--- config.mk ---
export PLATFORM = sky130hd
export DESIGN_NAME = bit_slice_sequencer_flat
export DESIGN_NICKNAME = d
export VERILOG_FILES = /design/src/rtl/bit_slice_sequencer_if.sv /design/src/rtl/bit_slice_sequencer.sv /design/src/flat_wrapper.sv
export SDC_FILE = /design/constraint.sdc
export NUM_CORES = 1
export LEC_CHECK = 0
export ABC_AREA = 0
export CORE_AREA = 2 2 167 120
export CTS_CLUSTER_DIAMETER = 50
export DETAILED_ROUTE_END_ITERATION = 7
export DIE_AREA = 0 0 169 122
export GPL_TIMING_DRIVEN = 0
export PLACE_DENSITY = 0.58
export SYNTH_ARGS = -nofsm -noshare
export SYNTH_HDL_FRONTEND = slang
export SYNTH_SLANG_ARGS = --single-unit
--- constraint.sdc ---
create_clock -name clk_i -period 5.33 [get_ports clk_i]
set_input_delay 1.066 -clock clk_i [delete_from_list [all_inputs] [get_ports clk_i]]
set_output_delay 1.066 -clock clk_i [all_outputs]
set_load 0.01 [all_outputs]
--- src/rtl/bit_slice_sequencer_if.sv ---
// Word-in / slice-out handshake bundle for bit_slice_sequencer.
// The slave modport is the sequencer's view; master is the surrounding logic.
interface bit_slice_sequencer_if #(
    parameter int DATA_W  = 32,
    parameter int SLICE_W = 16,
    parameter int CNT_W   = 3
);
    logic               s_valid_i;
    logic               s_ready_o;
    logic [DATA_W-1:0]  s_data_i;
    logic               m_valid_o;
    logic               m_ready_i;
    logic [SLICE_W-1:0] m_data_o;
    logic [CNT_W-1:0]   m_index_o;
    logic               m_last_o;

    modport slave (
        input  s_valid_i,
        input  s_data_i,
        input  m_ready_i,
        output s_ready_o,
        output m_valid_o,
        output m_data_o,
        output m_index_o,
        output m_last_o
    );

    modport master (
        output s_valid_i,
        output s_data_i,
        output m_ready_i,
        input  s_ready_o,
        input  m_valid_o,
        input  m_data_o,
        input  m_index_o,
        input  m_last_o
    );
endinterface

--- src/rtl/bit_slice_sequencer.sv ---
// Accepts a word and emits a configurable run of rotating-offset slices from it.
// Slice k is taken at offset start + k*stride (mod 2**OFF_W) and may wrap across the top bit.
module bit_slice_sequencer #(
    parameter int DATA_W  = 32,
    parameter int SLICE_W = 16,
    parameter int OFF_W   = 5,
    parameter int CNT_W   = 3
) (
    input  logic                 clk_i,
    input  logic                 rst_i,
    input  logic [OFF_W-1:0]     cfg_start_i,
    input  logic [OFF_W-1:0]     cfg_stride_i,
    input  logic [CNT_W-1:0]     cfg_count_i,
    bit_slice_sequencer_if.slave bus,
    output logic                 busy_o,
    output logic [15:0]          slice_cnt_o
);

    typedef enum logic [0:0] {
        ST_IDLE = 1'b0,
        ST_EMIT = 1'b1
    } state_t;

    state_t             state_q, state_d;
    logic [DATA_W-1:0]  word_q, word_d;
    logic [OFF_W-1:0]   stride_q, stride_d;
    logic [CNT_W-1:0]   count_q, count_d;
    logic [OFF_W-1:0]   offset_q, offset_d;
    logic [CNT_W-1:0]   index_q, index_d;
    logic [SLICE_W-1:0] data_q, data_d;
    logic               last_q, last_d;
    logic [15:0]        cnt_q, cnt_d;

    logic               s_ready_s;
    logic               m_valid_s;
    logic               busy_s;
    logic               accept_s;
    logic               fire_s;
    logic               advance_s;
    logic [CNT_W-1:0]   cnt_eff_s;
    logic [OFF_W-1:0]   offset_nxt_s;
    logic [CNT_W-1:0]   index_nxt_s;

    // Bit j of the slice is w[(off + j) mod DATA_W]; OFF_W-bit addition gives the modulo for free.
    function automatic logic [SLICE_W-1:0] rot_slice(input logic [DATA_W-1:0] w,
                                                     input logic [OFF_W-1:0]  off);
        logic [SLICE_W-1:0] r;
        logic [OFF_W-1:0]   pos;
        r = {SLICE_W{1'b0}};
        for (int j = 0; j < SLICE_W; j++) begin
            pos  = off + OFF_W'(j);
            r[j] = w[pos];
        end
        return r;
    endfunction

    assign accept_s     = bus.s_valid_i & s_ready_s;
    assign fire_s       = m_valid_s & bus.m_ready_i;
    assign advance_s    = fire_s & ~last_q;
    assign cnt_eff_s    = (cfg_count_i == {CNT_W{1'b0}}) ? CNT_W'(1'b1) : cfg_count_i;
    assign offset_nxt_s = offset_q + stride_q;
    assign index_nxt_s  = index_q + CNT_W'(1'b1);

    // State register.
    always_ff @(posedge clk_i) begin
        if (rst_i) begin
            state_q <= ST_IDLE;
        end else begin
            state_q <= state_d;
        end
    end

    // Next-state logic: one word in, then slices until the last one is taken.
    always_comb begin
        state_d = state_q;
        case (state_q)
            ST_IDLE: begin
                if (accept_s) begin
                    state_d = ST_EMIT;
                end else begin
                    state_d = ST_IDLE;
                end
            end
            ST_EMIT: begin
                if (fire_s && last_q) begin
                    state_d = ST_IDLE;
                end else begin
                    state_d = ST_EMIT;
                end
            end
            default: begin
                state_d = ST_IDLE;
            end
        endcase
    end

    // State-decoded outputs; ready is held low while reset is asserted.
    always_comb begin
        s_ready_s = 1'b0;
        m_valid_s = 1'b0;
        busy_s    = 1'b0;
        case (state_q)
            ST_IDLE: begin
                s_ready_s = ~rst_i;
            end
            ST_EMIT: begin
                m_valid_s = 1'b1;
                busy_s    = 1'b1;
            end
            default: begin
                s_ready_s = 1'b0;
            end
        endcase
    end

    // Datapath next values: load at acceptance, step offset/index on each non-last handshake.
    always_comb begin
        word_d   = word_q;
        stride_d = stride_q;
        count_d  = count_q;
        offset_d = offset_q;
        index_d  = index_q;
        data_d   = data_q;
        last_d   = last_q;
        if (accept_s) begin
            word_d   = bus.s_data_i;
            stride_d = cfg_stride_i;
            count_d  = cnt_eff_s;
            offset_d = cfg_start_i;
            index_d  = {CNT_W{1'b0}};
            data_d   = rot_slice(bus.s_data_i, cfg_start_i);
            last_d   = (cnt_eff_s == CNT_W'(1'b1));
        end else if (advance_s) begin
            offset_d = offset_nxt_s;
            index_d  = index_nxt_s;
            data_d   = rot_slice(word_q, offset_nxt_s);
            last_d   = (index_nxt_s == (count_q - CNT_W'(1'b1)));
        end else begin
            word_d = word_q;
        end
        if (fire_s) begin
            cnt_d = cnt_q + 16'd1;
        end else begin
            cnt_d = cnt_q;
        end
    end

    // Datapath registers.
    always_ff @(posedge clk_i) begin
        if (rst_i) begin
            word_q   <= {DATA_W{1'b0}};
            stride_q <= {OFF_W{1'b0}};
            count_q  <= {CNT_W{1'b0}};
            offset_q <= {OFF_W{1'b0}};
            index_q  <= {CNT_W{1'b0}};
            data_q   <= {SLICE_W{1'b0}};
            last_q   <= 1'b0;
            cnt_q    <= 16'd0;
        end else begin
            word_q   <= word_d;
            stride_q <= stride_d;
            count_q  <= count_d;
            offset_q <= offset_d;
            index_q  <= index_d;
            data_q   <= data_d;
            last_q   <= last_d;
            cnt_q    <= cnt_d;
        end
    end

    assign bus.s_ready_o = s_ready_s;
    assign bus.m_valid_o = m_valid_s;
    assign bus.m_data_o  = data_q;
    assign bus.m_index_o = index_q;
    assign bus.m_last_o  = last_q;
    assign busy_o        = busy_s;
    assign slice_cnt_o   = cnt_q;

endmodule
--- src/flat_wrapper.sv ---
// flat-port wrapper written by rule: the top's interface ports become plain ports
module bit_slice_sequencer_flat 
#(
    parameter int DATA_W  = 32,
    parameter int SLICE_W = 16,
    parameter int OFF_W   = 5,
    parameter int CNT_W   = 3
)
  (clk_i, rst_i, cfg_start_i, cfg_stride_i, cfg_count_i, busy_o, slice_cnt_o, bus_s_valid_i, bus_s_data_i, bus_m_ready_i, bus_s_ready_o, bus_m_valid_o, bus_m_data_o, bus_m_index_o, bus_m_last_o);
  bit_slice_sequencer_if #(.DATA_W(DATA_W), .SLICE_W(SLICE_W), .CNT_W(CNT_W)) bus_i ();
  input  logic clk_i;
  input  logic rst_i;
  input  logic [OFF_W-1:0] cfg_start_i;
  input  logic [OFF_W-1:0] cfg_stride_i;
  input  logic [CNT_W-1:0] cfg_count_i;
  output logic busy_o;
  output logic [15:0] slice_cnt_o;
  input wire logic [$bits(bus_i.s_valid_i)-1:0] bus_s_valid_i;
  input wire logic [$bits(bus_i.s_data_i)-1:0] bus_s_data_i;
  input wire logic [$bits(bus_i.m_ready_i)-1:0] bus_m_ready_i;
  output wire logic [$bits(bus_i.s_ready_o)-1:0] bus_s_ready_o;
  output wire logic [$bits(bus_i.m_valid_o)-1:0] bus_m_valid_o;
  output wire logic [$bits(bus_i.m_data_o)-1:0] bus_m_data_o;
  output wire logic [$bits(bus_i.m_index_o)-1:0] bus_m_index_o;
  output wire logic [$bits(bus_i.m_last_o)-1:0] bus_m_last_o;
  assign bus_i.s_valid_i = bus_s_valid_i;
  assign bus_i.s_data_i = bus_s_data_i;
  assign bus_i.m_ready_i = bus_m_ready_i;
  assign bus_s_ready_o = bus_i.s_ready_o;
  assign bus_m_valid_o = bus_i.m_valid_o;
  assign bus_m_data_o = bus_i.m_data_o;
  assign bus_m_index_o = bus_i.m_index_o;
  assign bus_m_last_o = bus_i.m_last_o;
  bit_slice_sequencer #(.DATA_W(DATA_W), .SLICE_W(SLICE_W), .OFF_W(OFF_W), .CNT_W(CNT_W)) u_core (.clk_i(clk_i), .rst_i(rst_i), .cfg_start_i(cfg_start_i), .cfg_stride_i(cfg_stride_i), .cfg_count_i(cfg_count_i), .bus(bus_i), .busy_o(busy_o), .slice_cnt_o(slice_cnt_o));
endmodule
Yosys cells after proc, flatten, opt, wreduce, memory -nomap -nowiden
Index checks and enable logic that the tools add are counted.
{"block": "totals", "regBits": 82, "latchBits": 0, "mem_bits_rw": 0, "romBits": 0, "in_bits": 49, "output_inout_bits": 39, "elab_cells": 163, "mem_count": 0}
{"block": "classes", "add_sub_neg": 34, "mul": 0, "n_div": 0, "n_lt_le_gt_ge": 32, "n_eq_ne": 2, "shift": 0, "n_mux": 76, "bitwise_logic": 6, "reduce_logical": 4}
{"op": "$lt A5 B6 Y1 const B", "n": 32}
{"op": "$bmux W1 S5", "n": 32}
{"op": "$add A5 B4 Y5 const B", "n": 16}
{"op": "$add A5 B3 Y5 const B", "n": 8}
{"op": "$mux W1", "n": 38}
{"op": "$mux W16", "n": 2}
{"op": "$add A5 B2 Y5 const B", "n": 4}
{"op": "$add A16 B1 Y16 const B", "n": 1}
{"op": "$add A5 B1 Y5 const B", "n": 2}
{"op": "$mux W5", "n": 2}
{"op": "$add A5 B5 Y5", "n": 1}
{"op": "$add A3 B1 Y3 const B", "n": 1}
{"op": "$and A1 B1 Y1", "n": 3}
{"op": "$eq A3 B1 Y1 const B", "n": 1}
{"op": "$eq A3 B3 Y1", "n": 1}
{"op": "$logic_not A3 Y1", "n": 1}
{"op": "$mux W3", "n": 1}
{"op": "$not A1 Y1", "n": 3}
{"op": "$sub A3 B1 Y3 const B", "n": 1}
{"op": "$pmux W1 S2", "n": 1}
{"op": "$reduce_bool A2 Y1", "n": 1}
{"op": "$reduce_or A2 Y1", "n": 1}
{"op": "$logic_and A1 B1 Y1", "n": 1}

Depth between registers and ports, before layout
{"block": "logic_depth", "word_depth": 6, "mapped_depth": 13}

Worst setup path before layout
OpenSTA, ideal clock, no wires.
{"block": "synth_path", "path_type": "input -> register", "from": "input cfg_start_i[0]", "to": "register u_core.data_q[5] (netlist: u_core.bus.m_data_o[5])", "setup_time_ps": 130, "arrival_time_ps": 3997, "t_required_ps": 5200, "setup_slack_ps": 1203, "path_stages": 12, "path_cell_list": "buf_2 -> buf_2 -> buf_4 -> inv_1 -> ha_1 -> buf_2 -> buf_2 -> mux4_2 -> mux4_2 -> mux2_2 -> a22oi_1 -> o31ai_1"}
{"block": "synth_between", "elab_chain_cells": 4}
{"item": "start, declared", "line": "flat_wrapper.sv:13", "source": "input logic [OFF_W-1:0] cfg_start_i;"}
{"item": "$add A5 B3 Y5", "line": "bit_slice_sequencer.sv:51", "source": "pos = off + OFF_W'(j);"}
{"item": "$bmux W1 S5", "line": "bit_slice_sequencer.sv:52", "source": "r[j] = w[pos];"}
{"item": "$mux W1 (implied by the code)", "line": "bit_slice_sequencer.sv:52"}
{"item": "$mux W16", "line": "bit_slice_sequencer.sv:125", "source": "if (accept_s) begin"}
{"item": "end signal, assigned", "line": "bit_slice_sequencer.sv:156", "source": "data_q <= {SLICE_W{1'b0}};"}
{"item": "end signal, assigned", "line": "bit_slice_sequencer.sv:165", "source": "data_q <= data_d;"}
{"item": "end, declared", "line": "bit_slice_sequencer.sv:30", "source": "logic [SLICE_W-1:0] data_q, data_d;"}
No other way between the ends. The select of a mux whose other input is x is not followed.
A chain may end at the register's enable or synchronous reset.

Worst setup path in the final report
{"block": "layout_path", "from": "input cfg_start_i[0]", "to": "register u_core.data_q[7] (netlist: u_core.bus.m_data_o[7])"}
Same word-level chain as after synthesis.

==> out/qor.yml <==
yosysTopAreaCell: "mux4_2"
setup_viol: 0
place_hpwl_um: 20300
synth-seq-cells: 82
firstDrtPassIters: 6
cts_tree: "done"
hold_ws_ns: 0.473
slowest_delay_ns: 0.59
drt-vias-per-instance: 6.24
synth_area_leaders: "mux4_2 (30%), dfxtp_1 (22%), nand2_1 (6.1%)"
antenna_found_initial: 0
final_nets: 942
required_ns: 5.54
coreArea_um2: 19300
routed_wl_um: 26100
grt_overflow: 0
clockBufferDepth: 2
wire_per_inst_um: 23.2
ys_seq_area_frac: 0.221
ys.flop_type: "dfxtp_1"
fp.dieW_um: 169
syn-num-nets: 844
synth_common_cells: "nand2_1 (121), mux4_2 (98), dfxtp_1 (82), a21oi_1 (78), nor2_1 (54)"
final_area_um2: 8940
synth_enable_flop_cells: 0
finalCritPeriodShare: 0.947
crit_top_cell: "buf_2"
clk_pin_slew_ns: 0.06
synth.most_common_cell: "nand2_1"
powerDensity_nw_per_um2: 270
power.static_leakage_nw: 3.12
ant_nets: 0
grt_pass1_vias: 6402
cpLargestDelayFamily: "buffers and inverters"
worstPathCellList: "clkdlybuf4s50_1, buf_2, buf_2, buf_4, inv_1, ha_1, buf_2, buf_2, mux4_2, mux4_2, mux2i_1, nor2_1, a221oi_1, nor2_1"
maxSlewViolCount: 0
cts_sinks: 82
arrival_ns: 5.26
worstSetupPathType: "input pin to flop"
num-fill-cells: 1875
place_inst: 1107
initial_core_util: 0.387
hold_viol_final: 0
synth.avg_cell_area_um2: 9.63
drc: 0
ir_drop_v: 0.000151
cts_max_level: 3
fin_crit_ns: 5.05
yosysTopAreaCellShare: 0.296
drive_above_1_share: 0.169
drt_iter0_drc: 925
ys_warn_count: 0
cts_buffers: 9
worst_slew_pin_slew_ns: 0.979
clk_latency_ns: 0.35
critical_path_buf_inv_count: 7
relSlewSlack: 0.342
async_flop_share: 0
yosysUniqueCellTypes: 52
place_area_um2: 8620
syn-instance-count: 773
maxCapViolations: 0
skew_ns: 0.00885
worst_path_max_delay_cell: "mux4_2"
utilization: 0.464
std_cell_rows: 43
syn-cell-area_um2: 7440
hp-class: "flop to flop"
crit_path_end_kind: "flop"
io_buffers: 87
rsz0062_at_grt: "no"
max_freq_mhz: 198
n_antenna_cell: 0
status: "finished clean"
fin_cells: 1123
grt_pass1_wl_um: 39100
die_y_um: 122
pin_count: 88
die_area_um2: 20600
grt_max_degree: 15
place_congestion: 0.985
cts_setup_buffers: 0
area_growth_pct: 20.1
root_buffer: "clkbuf_16"
vias: 7003
globalRouteTotalUtil: 0.252
critPathLaunchType: "input pin"
crit_fanout: 10
## logic make-up (layout without fill, tap and decap cells)
kind of cell,count (synthesis),in the layout,synth area share
flops,82,82,0.221
simple gates,228,228,0.129
fa+ha+maj,22,22,0.0380
xor+xnor,63,63,0.0782
compound gates,156,156,0.126
mux,150,150,0.369
buf+inv,72,175,0.0392
## worst min-delay path, stage by stage (launching register included)
cell,delay (ns)
dfxtp_1,0.31
nand2_1,0.05
a21oi_1,0.06
## sequential cells by signal, indices dropped and copies added (netlist names)
signal	flops
u_core.bus.m_data_o	16
u_core.bus.m_index_o	3
u_core.bus.m_last_o	1
u_core.count_q	3
u_core.offset_q	5
u_core.slice_cnt_o	16
u_core.state_q	1
u_core.stride_q	5
u_core.word_q	32
## timing repair
action	CTS	global route
hold buffers	0	0
setup endpoints to repair	0	1
gates resized for setup	0	2
## cells in the final DEF (no fill, tap or decap), drive strengths merged, types with 4 or more instances in the layout
cell / n
nand2: 121
mux4: 98
clkdlybuf4s50: 87
dfxtp: 82
a21oi: 78
nor2: 55
clkbuf: 42
xnor2: 37
mux2i: 36
buf: 29
xor2: 26
o21ai: 25
ha: 21
mux2: 16
nor3: 13
inv: 13
nand3: 9
a221oi: 9
and3: 6
nand4: 6
a22oi: 6
a211oi: 6
a31oi: 6
nor2b: 4
a211o: 4
nor4: 4
## worst paths after layout
| path | start | endpoint | slack [ns] | cells past startpoint |
|---|---|---|---|---|
| worst min register to register | u_core.count_q[1]$_SDFFE_PP0P_ | u_core.count_q[1]$_SDFFE_PP0P_ | 0.47 | 2 |
| worst max-delay path | cfg_start_i[0] | u_core.bus.m_data_o[7]$_SDFFE_PP0P_ | 0.28 | 14 |
| worst max register to register | u_core.stride_q[0]$_SDFFE_PP0P_ | u_core.bus.m_data_o[15]$_SDFFE_PP0P_ | 1.27 | 10 |
| worst min-delay path | u_core.count_q[1]$_SDFFE_PP0P_ | u_core.count_q[1]$_SDFFE_PP0P_ | 0.47 | 2 |
## layout make-up
| type | instances | area [um2] | area share |
|---|---|---|---|
| flip-flops and latches | 82 | 1640 | 0.184 |
| clock buffers | 11 | 253 | 0.0283 |
| plain buffers | 60 | 248 | 0.0277 |
| multi-input cells | 619 | 5510 | 0.617 |
| inverters | 12 | 45.0 | 0.00504 |
| repair buffers | 87 | 871 | 0.0974 |
| well taps | 247 | 309 | 0.0346 |
| clock inverters | 5 | 61.3 | 0.00686 |
## report_power, final
| part | leakage (nW) | switching, mW | internal, mW |
|---|---|---|---|
| registers | 0.671 | 0.0414 | 0.652 |
| clock network | 0.144 | 0.276 | 0.391 |
| logic | 2.31 | 0.570 | 0.480 |
| total | 3.12 | 0.887 | 1.52 |
## per-stage QoR
| step | power, mW | setup TNS, ns | worst slack [ns] |
|---|---|---|---|
| after floorplan | 1.41 | 0 | 1.20 |
| after CTS | 2.39 | 0 | 0.274 |
| after global placement | 1.73 | -0.244 | -0.105 |
| after detailed placement | 1.73 | -0.151 | -0.0751 |
| final | 2.41 | 0 | 0.282 |
| after global routing | 2.51 | 0 | 0.0221 |
## per-layer routing
layer	part of all wire	GRT usage	routed length, um
met4	0.016	0.0524	423
met3	0.12	0.0799	3200
met1	0.46	0.392	12000
met5	0	0	0
met2	0.40	0.337	10400
Power figures use the tool's default switching activity.
